[src/rtl/alu_8bit.sv]
// alu_8bit: single-cycle registered 8-bit ALU.
//
// Samples Opcode/Operand1/Operand2 on every rising clk edge where in_valid
// is high and presents the registered Result and flags one cycle later,
// with out_valid pulsed for that cycle. When in_valid is low, Result and
// flags hold and out_valid drops. Back-to-back operations are accepted
// every cycle.
//
// Ports:
//   clk        in   1   clock, rising edge
//   rst_n      in   1   asynchronous active-low reset
//   in_valid   in   1   sample operands/opcode this edge
//   Opcode     in   3   000 ADD, 001 SUB, 010 MUL, 011 AND,
//                       100 OR, 101 XOR, 110 SHL, 111 SHR
//   Operand1   in   8   operand A (unsigned)
//   Operand2   in   8   operand B (unsigned)
//   Result     out 16   registered result
//   flagC      out  1   registered carry/borrow/overflow
//   flagZ      out  1   registered zero flag (full 16-bit Result == 0)
//   out_valid  out  1   one-cycle pulse when Result/flags were updated
//
// Configuration:
//   ALU_8BIT_MUL_EN  defined   -> MUL returns the 16-bit product.
//                    undefined -> no multiplier; MUL returns 0, flagC 0.

module alu_8bit (
  input  logic        clk,
  input  logic        rst_n,
  input  logic        in_valid,
  input  logic [2:0]  Opcode,
  input  logic [7:0]  Operand1,
  input  logic [7:0]  Operand2,
  output logic [15:0] Result,
  output logic        flagC,
  output logic        flagZ,
  output logic        out_valid
);

  typedef enum logic [2:0] {
    OP_ADD = 3'b000,
    OP_SUB = 3'b001,
    OP_MUL = 3'b010,
    OP_AND = 3'b011,
    OP_OR  = 3'b100,
    OP_XOR = 3'b101,
    OP_SHL = 3'b110,
    OP_SHR = 3'b111
  } opcode_e;

  opcode_e     op;
  logic [8:0]  sum9;
  logic [8:0]  diff9;
  logic [15:0] op_res;
  logic        op_c;

  logic [15:0] result_d, result_q;
  logic        flag_c_d, flag_c_q;
  logic        flag_z_d, flag_z_q;
  logic        out_valid_d, out_valid_q;

  assign op = opcode_e'(Opcode);

  // Widened to 9 bits so bit 8 carries the carry-out (ADD) or the
  // borrow (SUB: bit 8 is set exactly when A < B).
  assign sum9  = {1'b0, Operand1} + {1'b0, Operand2};
  assign diff9 = {1'b0, Operand1} - {1'b0, Operand2};

`ifdef ALU_8BIT_MUL_EN
  logic [15:0] product;
  assign product = Operand1 * Operand2;
`endif

  // Combinational operation result, independent of in_valid.
  always_comb begin
    op_res = '0;
    op_c   = 1'b0;
    case (op)
      OP_ADD: begin
        op_res = {7'b0, sum9};
        op_c   = sum9[8];
      end
      OP_SUB: begin
        op_res = {8'h00, diff9[7:0]};
        op_c   = diff9[8];
      end
      OP_MUL: begin
`ifdef ALU_8BIT_MUL_EN
        op_res = product;
        op_c   = |product[15:8];
`else
        op_res = '0;
        op_c   = 1'b0;
`endif
      end
      OP_AND: op_res = {8'h00, Operand1 & Operand2};
      OP_OR:  op_res = {8'h00, Operand1 | Operand2};
      OP_XOR: op_res = {8'h00, Operand1 ^ Operand2};
      OP_SHL: begin
        op_res = {7'b0, Operand1, 1'b0};
        op_c   = Operand1[7];
      end
      OP_SHR: begin
        op_res = {8'h00, 1'b0, Operand1[7:1]};
        op_c   = Operand1[0];
      end
      default: begin
        op_res = '0;
        op_c   = 1'b0;
      end
    endcase
  end

  // Output registers load only on accepted operations; otherwise hold.
  always_comb begin
    result_d    = result_q;
    flag_c_d    = flag_c_q;
    flag_z_d    = flag_z_q;
    out_valid_d = 1'b0;
    if (in_valid) begin
      result_d    = op_res;
      flag_c_d    = op_c;
      flag_z_d    = (op_res == '0);
      out_valid_d = 1'b1;
    end
  end

  always_ff @(posedge clk or negedge rst_n) begin
    if (!rst_n) begin
      result_q    <= '0;
      flag_c_q    <= 1'b0;
      flag_z_q    <= 1'b0;
      out_valid_q <= 1'b0;
    end else begin
      result_q    <= result_d;
      flag_c_q    <= flag_c_d;
      flag_z_q    <= flag_z_d;
      out_valid_q <= out_valid_d;
    end
  end

  assign Result    = result_q;
  assign flagC     = flag_c_q;
  assign flagZ     = flag_z_q;
  assign out_valid = out_valid_q;

endmodule

[config.mk]
export PLATFORM = sky130hd
export DESIGN_NAME = alu_8bit
export DESIGN_NICKNAME = d
export VERILOG_FILES = /design/src/rtl/alu_8bit.sv
export SDC_FILE = /design/constraint.sdc
export NUM_CORES = 1
export LEC_CHECK = 0
export ABC_CLOCK_PERIOD_IN_PS = 1500
export CAP_MARGIN = 10
export CORE_ASPECT_RATIO = 2
export CORE_MARGIN = 5
export CORE_UTILIZATION = 35
export DETAILED_ROUTE_END_ITERATION = 8
export PLACE_DENSITY_LB_ADDON = 0.12
export SLEW_MARGIN = 10
export SYNTH_ARGS = -nofsm -noshare
export SYNTH_HDL_FRONTEND = slang
export SYNTH_SLANG_ARGS = --single-unit
[constraint.sdc]
create_clock -name clk -period 1.5 [get_ports clk]
set_input_delay 0.225 -clock clk [delete_from_list [all_inputs] [get_ports clk]]
set_output_delay 0.225 -clock clk [all_outputs]
set_load 0.01 [all_outputs]
Yosys cells after proc, flatten, opt, wreduce, memory -nomap -nowiden
Index checks and enable logic that the tools add are counted.
- register bits: 19
- input bits: 22
- output and inout port bits: 19
- word-level logic and storage cells: 21
- add/sub/neg operators: 2
- equal/unequal tests: 7
- mux-type cells: 3
- bitwise gates (word level): 3
- reduce and logical (&&, ||, !) cells: 2
- operators by type and width (kind ; count):
    $pmux 16 s8 ; 1
    $logic_not 16->1 ; 1
    $eq 3x3->1 const B ; 4
    $add 8x8->9 ; 1
    $sub 8x8->9 ; 1
    $and 8x8->8 ; 1
    $or 8x8->8 ; 1
    $xor 8x8->8 ; 1
    $eq 3x2->1 const B ; 2
    $pmux 1 s4 ; 1
    $eq 3x1->1 const B ; 1
    $logic_not 3->1 ; 1
    $mux 1 ; 1

Depth between registers and ports, before layout
- word-level depth: 3
- depth in mapped cells: 11
- depth with buffers taken out: 11

Worst setup path before layout
OpenSTA, ideal clock, no wires.
- path kind: in2reg
- start: input port Operand1[0]
- end: register flag_z_q (netlist: flagZ)
- library setup time: 0.104 ns
- data arrival time: 2.220 ns
- data required time: 1.396 ns
- slack: -0.824 ns
- cell stages on the path: 9
- path buffers: 0
- cells stage by stage: ha_1 -> fa_1 -> a21oi_2 -> nor2b_1 -> or3_1 -> nand3_1 -> o211ai_1 -> or4_1 -> o41ai_2
- longest elaborated chain between the ends: 3
- elaborated cells between the ends (all ways): 7
- classes of those cells: add/sub: 2; mux: 1; bitwise: 3; reduce/logical: 1
- ends and longest elaborated chain (item ; RTL line ; source):
    from (decl) ; 31 ; input logic [7:0] Operand1,
    $sub 8x8->9 (tied with other cells) ; 66 ; assign diff9 = {1'b0, Operand1} - {1'b0, Operand2};
    $pmux 16 s8 * ; 77 ; case (op)
    $logic_not 16->1 * ; 122 ; flag_z_d = (op_res == '0);
    to (signal assigned) ; 136 ; flag_z_q <= flag_z_d;
    to (decl) ; 58 ; logic flag_z_d, flag_z_q;
Every way passes the cells marked *; elsewhere a longest branch is shown, timed or not. The select of a mux whose other input is x is not followed.
A chain may end at the register's enable or synchronous reset.

Final worst setup path
Same ends and word-level chain as after synthesis.

==> flow_summary.yaml <==
logic_synthesis:
  avgSynthCellArea_um2: 8.20
  ys.flop_type: "dfrtp_1"
  synth_area_um2: 1850
  syn_inst: 226
  synth_seq_cells: 12
  synth-edff-count: 0
  ys_async_sr_fraction_pct: 100
  synth-seq-area-share_pct: 16.2
  yosys_warnings: 0
  synth_cell_types: 54
pwr:
  p_seq_share_pct: 20.2
  switching_power_uw: 668
  leakage_uw: 0.00159
  clockPowerShare_pct: 17.6
  internal-power_uw: 1280
  p_per_area_nw_per_um2: 573
  combPwrFrac_pct: 62.3
  ir_drop_mv: 0.781
  swShare_pct: 34.2
route:
  num_vias: 2048
  drtIter0Drc: 28
  drt-wirelength-per-cell_um: 14.0
  drt-pass1-iter-count: 4
  vias_per_cell: 5.08
  antenna_left: 0
  route.detailed.drc: 0
  wirelength_um: 5640
timing:
  fin_crit_sh_pct: 146
  hold_viol: 0
  worst_pin_slew_ns: 0.519
  drv_slew: 0
  whs_ns: 0.334
  grt_setup_unrepaired: "yes"
  max_clock_freq_mhz: 458
  setup-violations-final: 10
  fin_ws_ns: -0.684
  skew_ns: 0
  relSlewSlack_pct: 65.3
  fin_crit_ns: 2.18
  finalSetupTns_ns: -3.16
global_route:
  grt_first_pass_wirelength_um: 9300
  grt_pass1_vias: 2073
  grt_overflow: 0
  grt_max_degree: 14
  antenna_found_initial: 0
  grt_usage_pct: 17.2
floorplanning:
  ioPinCount: 41
  start_util_pct: 36.1
  core_area_um2: 5140
  rows: 37
  die_h_um: 113
  fp.dieArea_um2: 6940
  fp.dieW_um: 61.5
min_path:
  min_path_type: "input port to async pin"
clock_tree:
  cts_hold_buf: 0
  clockRootBuffer: "clkbuf_8"
  max-clock-path-buffers: 2
  numCtsBuffers: 3
  h-tree-depth: 1
  clock_sinks: 12
  path_clk_slew_ns: 0.05
  cts_tree: "built"
  clk-insertion-delay-late_ns: 0.23
final_layout:
  nNetsFinal: 394
  nFillCells: 431
  n_antenna_cell: 0
  drive_above_1_share_pct: 55.9
  syn2layout_area_growth_pct: 83.7
place:
  port-buffer-count: 33
  place_hpwl_um: 4590
  place_congestion: 0.903
critical_path:
  startpoint_type: "input port"
  end_kind: "flop"
  crit_type: "input port to flop"
  cp_max_fo: 3
  required_ns: 1.63
  slowest_stage: "or4_4"
  crit_start: "Operand1[0]"
  cp.arrival_ns: 2.32
  timing.rr.start: "Result[5]"
  crit_path_cell_trace: "buf_12 > inv_12 > ha_4 > inv_2 > fa_2 > mux2_4 > nand2_2 > o21ai_2 > o22ai_2 > nand3_2 > or4_4 > o41ai_2"
  cpPeakStageDelay_ns: 0.52
job:
  max-cap-violations: 0
run_status:
  status: "finished with violations"
  violations: "negative setup slack"
## Yosys cell counts, types with 5 or more instances
| cell type | number | area share [%] |
|---|---|---|
| inv_1 | 23 | 4.7 |
| o21ai_1 | 8 | 2.2 |
| buf_4 | 8 | 3.2 |
| o21ai_0 | 8 | 2.2 |
| ha_1 | 24 | 16 |
| nand2_1 | 15 | 3.0 |
| buf_2 | 5 | 1.3 |
| mux2_2 | 7 | 4.3 |
| a21oi_1 | 12 | 3.2 |
| mux2i_1 | 8 | 4.3 |
| dfrtp_1 | 12 | 16 |
| nor2_1 | 16 | 3.2 |
## state kept, by name (all words and copies together), names as in the netlist
register and flops:
flagZ 1, flagC 1, out_valid 1, Result 9
## per-layer routing
layer  wire length, µm  part of all wire [%]  GRT usage, %  vias to the layer above
met4               157                   2.8          6.80                        0
met1              2090                    37          18.8                      971
li1                  -                     -             -                     1020
met5                 0                     0             0                        -
met2              3230                    57          32.1                       45
met3               160                   2.8          1.26                       12
## stage by stage
stage | cell area [µm²] | util [%] | total power (µW) | setup slack, ns | cells
finish | 3410 | 66.3 | 1950 | -0.684 | 403
global route | 3410 | 66.3 | 2090 | -0.801 | 403
CTS | 3390 | 65.9 | 1960 | -0.846 | 410
detailed placement | 2890 | 56.3 | 1380 | -1.41 | 382
global placement | 2890 | 56.3 | 1370 | -1.40 | 382
floorplan | 2060 | - | 929 | -0.683 | 232
## kinds of logic after synthesis
family | after synthesis | share of synthesized area, %
AO/OA/AOI/OAI | 68 | 26.5
AND/OR/NAND/NOR | 52 | 13.8
buffers and inverters | 45 | 12.7
adder cells (fa/ha/maj) | 26 | 18.4
multiplexers | 17 | 9.99
flip-flops | 12 | 16.2
XOR/XNOR | 5 | 2.36
other | 1 | 0.202
## placed cells by master, fill, tap and decap left out, drive strengths merged, types with 7 or more instances in the layout
master	netlist	routed
a21oi	13	13
buf	17	105
clkbuf	4	8
clkdlybuf4s50	0	15
conb	1	7
dfrtp	12	12
ha	24	24
inv	24	24
mux2	9	9
mux2i	8	8
nand2	15	15
nor2	16	16
o21ai	17	17
## timing repair
item | in CTS | in global routing
setup buffers | 28 | 7
pin swaps | 41 | 38
gates resized for setup | 108 | 40
setup endpoints to repair | 11 | 11
## path summary, 6_finish.rpt
check,endpoint,slack (ns),cells after the start
hold / removal,Result[1],0.33,1
min in group clk,Result[0],0.49,2
hold reg to reg,Result[0],0.49,2
setup / recovery,flagZ,-0.68,12
max in group asynchronous,Result[5],0.82,1
setup reg to reg,Result[5],0.75,1
## layout make-up
type	count	area, µm²	area share [%]
Tap cell	58	72.6	2.13
Timing Repair Buffer	130	1100	32.3
Inverter	24	120	3.53
Sequential cell	12	300	8.82
Clock buffer	4	55.1	1.62
Multi-Input combinational cell	175	1760	51.7
## worst max-delay path: cells and delay by family
kind | cells | cell delay (ns)
adder cells (fa/ha/maj) | 2 | 0.56
AND/OR/NAND/NOR | 3 | 0.69
AO/OA/AOI/OAI | 3 | 0.39
buffers and inverters | 3 | 0.17
multiplexers | 1 | 0.28
## power groups by stage
stage	Clock (µW)	Sequential [µW]	Combinational [µW]
2_1_floorplan	0	422	507
3_3_place_gp	0	398	973
3_5_place_dp	0	399	980
4_1_cts	348	394	1220
5_1_grt	364	400	1320
6_report	343	393	1210
Note: power is estimated with default switching activity, not from simulation.
==> edit 1: new RTL, same flow settings <==
The option `ALU_8BIT_MUL_EN` is turned on by a define.
--- a/src/rtl/alu_8bit.sv
+++ b/src/rtl/alu_8bit.sv
@@ -22,6 +22,8 @@
 // Configuration:
 //   ALU_8BIT_MUL_EN  defined   -> MUL returns the 16-bit product.
 //                    undefined -> no multiplier; MUL returns 0, flagC 0.
+
+`define ALU_8BIT_MUL_EN
 
 module alu_8bit (
   input  logic        clk,
Behaviour: not the same (Yosys sat finds a counterexample within 4 cycles, from zero or initial values and one cycle with rst_n low).
==> edit 1 against the original RTL <==
The flow still finishes with violations (setup timing); synthesized area grew 120%; clock power grew 63%; sequential cell count grew 7; routed wire length grew to 2.6 times the old value; total power grew to 3.5 times the old value; maximum frequency shrank 51%; sequential power grew 64%; die area grew 110%; non-clock buffer count grew 70; setup slack lost 2200 ps; design area grew 96%; worst hold slack lost 32 ps; critical path type unchanged; critical endpoint unchanged; largest cell class unchanged; largest power group unchanged.
==> edit 1: results (changes against the original RTL) <==
** Synth
- Ranked by total cell area, the synthesized netlist is headed by sky130_fd_sc_hd__fa_1, sky130_fd_sc_hd__ha_1, sky130_fd_sc_hd__dfrtp_1.
- Sequential fraction of the synthesis area :: 11.46% (-4.7 points)
- Yosys cell types :: 69 (+28%)
- Syn. warnings :: 0 (unchanged)
- In the synthesized netlist the dominant register cell turns out to be sky130_fd_sc_hd__dfrtp_1.
- Synthesis produced a netlist with a net count of 611.
- The proportion of synthesized flip-flops having asynchronous set or reset is 100.0% (unchanged).
- The commonest cells after synthesis are sky130_fd_sc_hd__inv_1, sky130_fd_sc_hd__nor2_1, sky130_fd_sc_hd__ha_1.
- Mean instance size in the synthesized netlist :: 8.450 um2 (+3.0%)

** Place
- Detailed-placement wirelength estimate :: 12530 um (+170%)
- The final weighted congestion of routability-driven global placement came to 0.9278 (+2.7%).
- Pre-CTS setup slack :: -3787 ps (-2373 ps)
- Number of port buffers :: 40 (+21%)
- Instance area at placement :: 5932 um2 (+100%)

** Route
- Count of routing violations after the opening detailed-route iteration :: 159 (+470%)
- The total wire length was 14620 um (+160%).
- The via density per instance came to 5.109 (+0.54%).
- The wire length on met2 came to 8361 um (+160%).
- Met3 wire length :: 286 um (+79%)
- The detailed-route wire length per cell came to 17.72 um (+27%).
- Met1 wire length :: 5098 um (+140%)

** Worst setup path
- Maximum fanout count along the critical path :: 4 (+1)
- Cell with the biggest individual delay on the critical path :: sky130_fd_sc_hd__fa_1
- On the critical path the largest part of the delay comes from adder cells.

** Run status
- The run finished, with violations left.
- The final reports fail on setup timing.

** Global route
- Vias in the first global route :: 4553 (+120%)
- Pin count of the biggest net entering global routing :: 21 (+7)
- Global router's overall resource usage :: 21.15% (+3.9 points)
- First-pass GRT wire length :: 23270 um (+150%)

** STA
- The total of endpoints with negative setup slack in the final report is 17 (+7).
- Slew at the pin closest to its max-slew limit :: 584.5 ps (+65.26 ps)
- The summed negative setup slack over all endpoints came to -37020 ps (-33850 ps).
- Final worst-path setup slack :: -2932 ps (-2247 ps)

** Layout
- The fraction of layout instances using a drive strength above 1 came to 47.35% (-8.6 points).
- The number of flip-flops in the largest register is 16 (+7).
- The number of filler cells placed in the layout came to 1083 (+150%).
- Number of nets in the layout :: 801 (+100%)
- Synthesis-to-layout area growth :: 60.98%
- Antenna Cells :: 0 (unchanged)

** Clock tree
- CTS Root Cell :: sky130_fd_sc_hd__clkbuf_16
- Post-cts gate resize count :: 131 (+21%)
- The setup fix buffers added after clock tree synthesis came to 19 (-32%).
- The maximum level of the CTS H-tree came to 1 (unchanged).
- Clk_lat worst skew :: 260 ps (+30 ps)
- The TritonCTS buffer count was 3 (unchanged).

** Min path
- Hold crit path type :: input port to async pin

** Power
- Worst IR Drop VDD :: 1018 uV (+30%)
- The leakage power figure is 0.003130 uW (+96%).
edit 1: cell count changes after synthesis, moves of 8 or more:
cell,before,now
sky130_fd_sc_hd__ha_1,24,60
sky130_fd_sc_hd__xnor2_1,3,11
sky130_fd_sc_hd__a21oi_1,12,22
sky130_fd_sc_hd__fa_1,2,38
sky130_fd_sc_hd__inv_1,23,74
sky130_fd_sc_hd__o21ai_0,8,20
sky130_fd_sc_hd__nand2_1,15,33
sky130_fd_sc_hd__nor2_1,16,65
sky130_fd_sc_hd__nand4_1,0,8
edit 1: cells by family (layout without fill, tap and decap cells):
family                   count (synthesis)  after routing  synth area share [%]
AND/OR/NAND/NOR                        147            147                 16.77
AO/OA/AOI/OAI                          102            102                 18.15
adder cells (fa/ha/maj)                 98             98                 36.43
buffers and inverters                   95            284                 9.047
flip-flops                              19             19                 11.46
multiplexers                            16             16                 5.187
XOR/XNOR                                14             14                 2.955
edit 1: layout make-up:
type	instances	area share [%]
multi-input cells	377	58.21
clock inverters	1	0.07493
repair buffers	200	25.52
flip-flops and latches	19	7.119
clock buffers	3	1.124
well taps	145	2.716
inverters	80	5.245
edit 1: where the power goes:
part           switching (uW)  internal (uW)  total (uW)
clock network             202            358         560
registers                44.8            598         643
logic                    2680           2980        5660
edit 1: routing by layer:
layer  vias to the layer above  global-route usage (%)
li1                       2041                       -
met5                         -                       0
met1                      2043                   20.68
met4                         0                   11.42
met2                        86                   42.28
met3                        45                  0.9538
edit 1: final timing paths:
path / startpoint / endpoint / slack (ps) / cells after the start
setup / recovery: Operand2[6] / flagZ / -2930 / 18
hold / removal: rst_n / Result[1] / 300 / 2
setup reg to reg: Result[7] / Result[7] / 740 / 1
max in group asynchronous: rst_n / Result[7] / 1000 / 2
min in group clk: Result[8] / Result[8] / 480 / 2
hold reg to reg: Result[8] / Result[8] / 480 / 2
==> edit 2: new RTL, same settings <==
Without the edit above. Reset style: synchronous (`rst_n`), changed in one clocked block. Comments in the files are not updated.
--- a/src/rtl/alu_8bit.sv
+++ b/src/rtl/alu_8bit.sv
@@ -124,7 +124,7 @@
     end
   end
 
-  always_ff @(posedge clk or negedge rst_n) begin
+  always_ff @(posedge clk) begin
     if (!rst_n) begin
       result_q    <= '0;
       flag_c_q    <= 1'b0;
Function: differs if rst_n is asserted again (counterexample within 4 cycles, from zero or initial values and one cycle with rst_n low); with rst_n held inactive, the same outputs for 10 cycles.
==> edit 2 against the original RTL <==
The run still ends with setup timing left; clock power is 60% higher; non-clock buffer count stayed put; synthesized area is 7.6% higher; via count is 7.8% higher; total power is 6.2% higher; sequential cell count stayed put; setup slack better by 94 ps; design area is 1.6% higher; critical path depth stayed put; routed wire length is 19% higher; worst hold slack better by 150 ps; utilization is 4.6 points lower; die area is 6.6% higher.
==> edit 2: results (changes against the original RTL) <==
** Run status
- Result of the run :: finished with violations
- The final reports fail on setup timing.

** Global route
- The met2 demand-to-capacity share in global routing came to 37.38% (+5.3 points).
- The pin count of the biggest net entering global routing was 19 (+5).
- Met3 usage in global routing :: 3.657% (+2.4 points)
- The wire length of the first global-routing pass came to 11320 um (+22%).
- Vias in the first global route :: 2403 (+16%)

** Die
- The site row count was 39 (+5.4%).

** STA
- Setup TNS :: -4254 ps (-1090 ps)
- Hold slack final :: 480.1 ps (+145.9 ps)
- The final critical-path setup slack was -590.8 ps (+93.57 ps).
- The total of endpoints with negative setup slack in the final report was 11 (+1).

** Worst setup path
- For this design, the slowest cell found on the critical path is sky130_fd_sc_hd__mux4_2.
- Reg2Reg Depth :: 3 (+2)
- Reg2Reg Setup Slack :: 670 ps (-80 ps)
- Arr. time, crit path :: 2240 ps (-80 ps)
- Maximum fanout count along the critical path :: 2 (-1)
- Among cell families on the critical path, the largest total delay comes from adder cells.
- The worst register-to-register path ends at flagC.

** Synth
- Sorting the synthesized cells by area gives the leading types as sky130_fd_sc_hd__ha_1, sky130_fd_sc_hd__dfxtp_1, sky130_fd_sc_hd__inv_1.
- The synthesized design spends more area on one cell type than any other, namely sky130_fd_sc_hd__ha_1.
- The XOR/XNOR share of the synthesized area was 0.8783% (-1.5 points).
- The proportion of synthesized area in mux cells came to 6.524% (-3.5 points).
- Share of the synthesized area in compound gates (AO/OA/AOI/OAI) :: 28.23% (+1.8 points)
- The sequential share of the synthesized area came to 12.05% (-4.1 points).
- The most used flip-flop cell after synthesis is sky130_fd_sc_hd__dfxtp_1.
- Gate Count Post-Synth :: 241 (+6.6%)

** Min path
- The min-delay analysis places its worst path in the category flop to flop.

** Power
- The leakage power figure came to 0.001560 uW (-2.2%).
- Power density over the cells :: 599.0 nW/um2 (+4.6%)
- The total power after layout was 2072 uW (+6.2%).
- Worst IR Drop VDD :: 843.6 uV (+8.1%)
- Power of the sequential group :: 358 uW (-8.9%)
- The combinational share of power is 56.2% (-6.1 points).
- The switching power was 699.0 uW (+4.7%).

** Place
- Pre-CTS setup slack :: -1411 ps (+3.080 ps)
- The area after detailed placement is 2974 um2 (+2.8%).
- Routability cong. :: 0.9432 (+4.4%)

** Route
- Met2 wirelength from detailed routing :: 3787 um (+17%)
- The routed metal-1 wirelength came to 2428 um (+16%).
- Count of routing violations after the opening detailed-route iteration :: 54 (+93%)

** Layout
- Multi-input gate share of total cell area :: 52.91% (+1.3 points)
- Number of multi-input combinational cells :: 190 (+8.6%)
- Non-filler instance count after layout :: 421 (+4.5%)
- The fraction of layout instances using a drive strength above 1 came to 52.50% (-3.4 points).
## edit 2: changes by cell type in the layout (fill, tap and decap cells not counted), sizes merged, moves of 4 or more
cell,delta
a221o,+4
nor2,-9
dfrtp,-12
nand3b,+4
a21oi,+4
mux2,-8
nand3,+6
dfxtp,+12
nor2b,+4
o21ai,-8
clkbuf,-4
nand2b,+7
## edit 2: timing repair
item | in CTS | in global routing
gates resized for setup | 128 | 3
endpoints found under the setup margin | 11 | 11
setup buffers | 17 | 5
pin swaps | 38 | 10
## edit 2: worst max-delay path by stage
stage,start,endpoint,slack [ps],cells after the start
6_report,Operand1[0],flagZ,-590,12
2_1_floorplan,Operand1[0],flagZ,-580,11
4_1_cts,Operand1[0],flagZ,-600,12
3_5_place_dp,Operand1[0],flagZ,-1410,12
5_1_grt,Operand1[0],flagZ,-710,12
3_3_place_gp,Operand1[0],flagZ,-1390,12
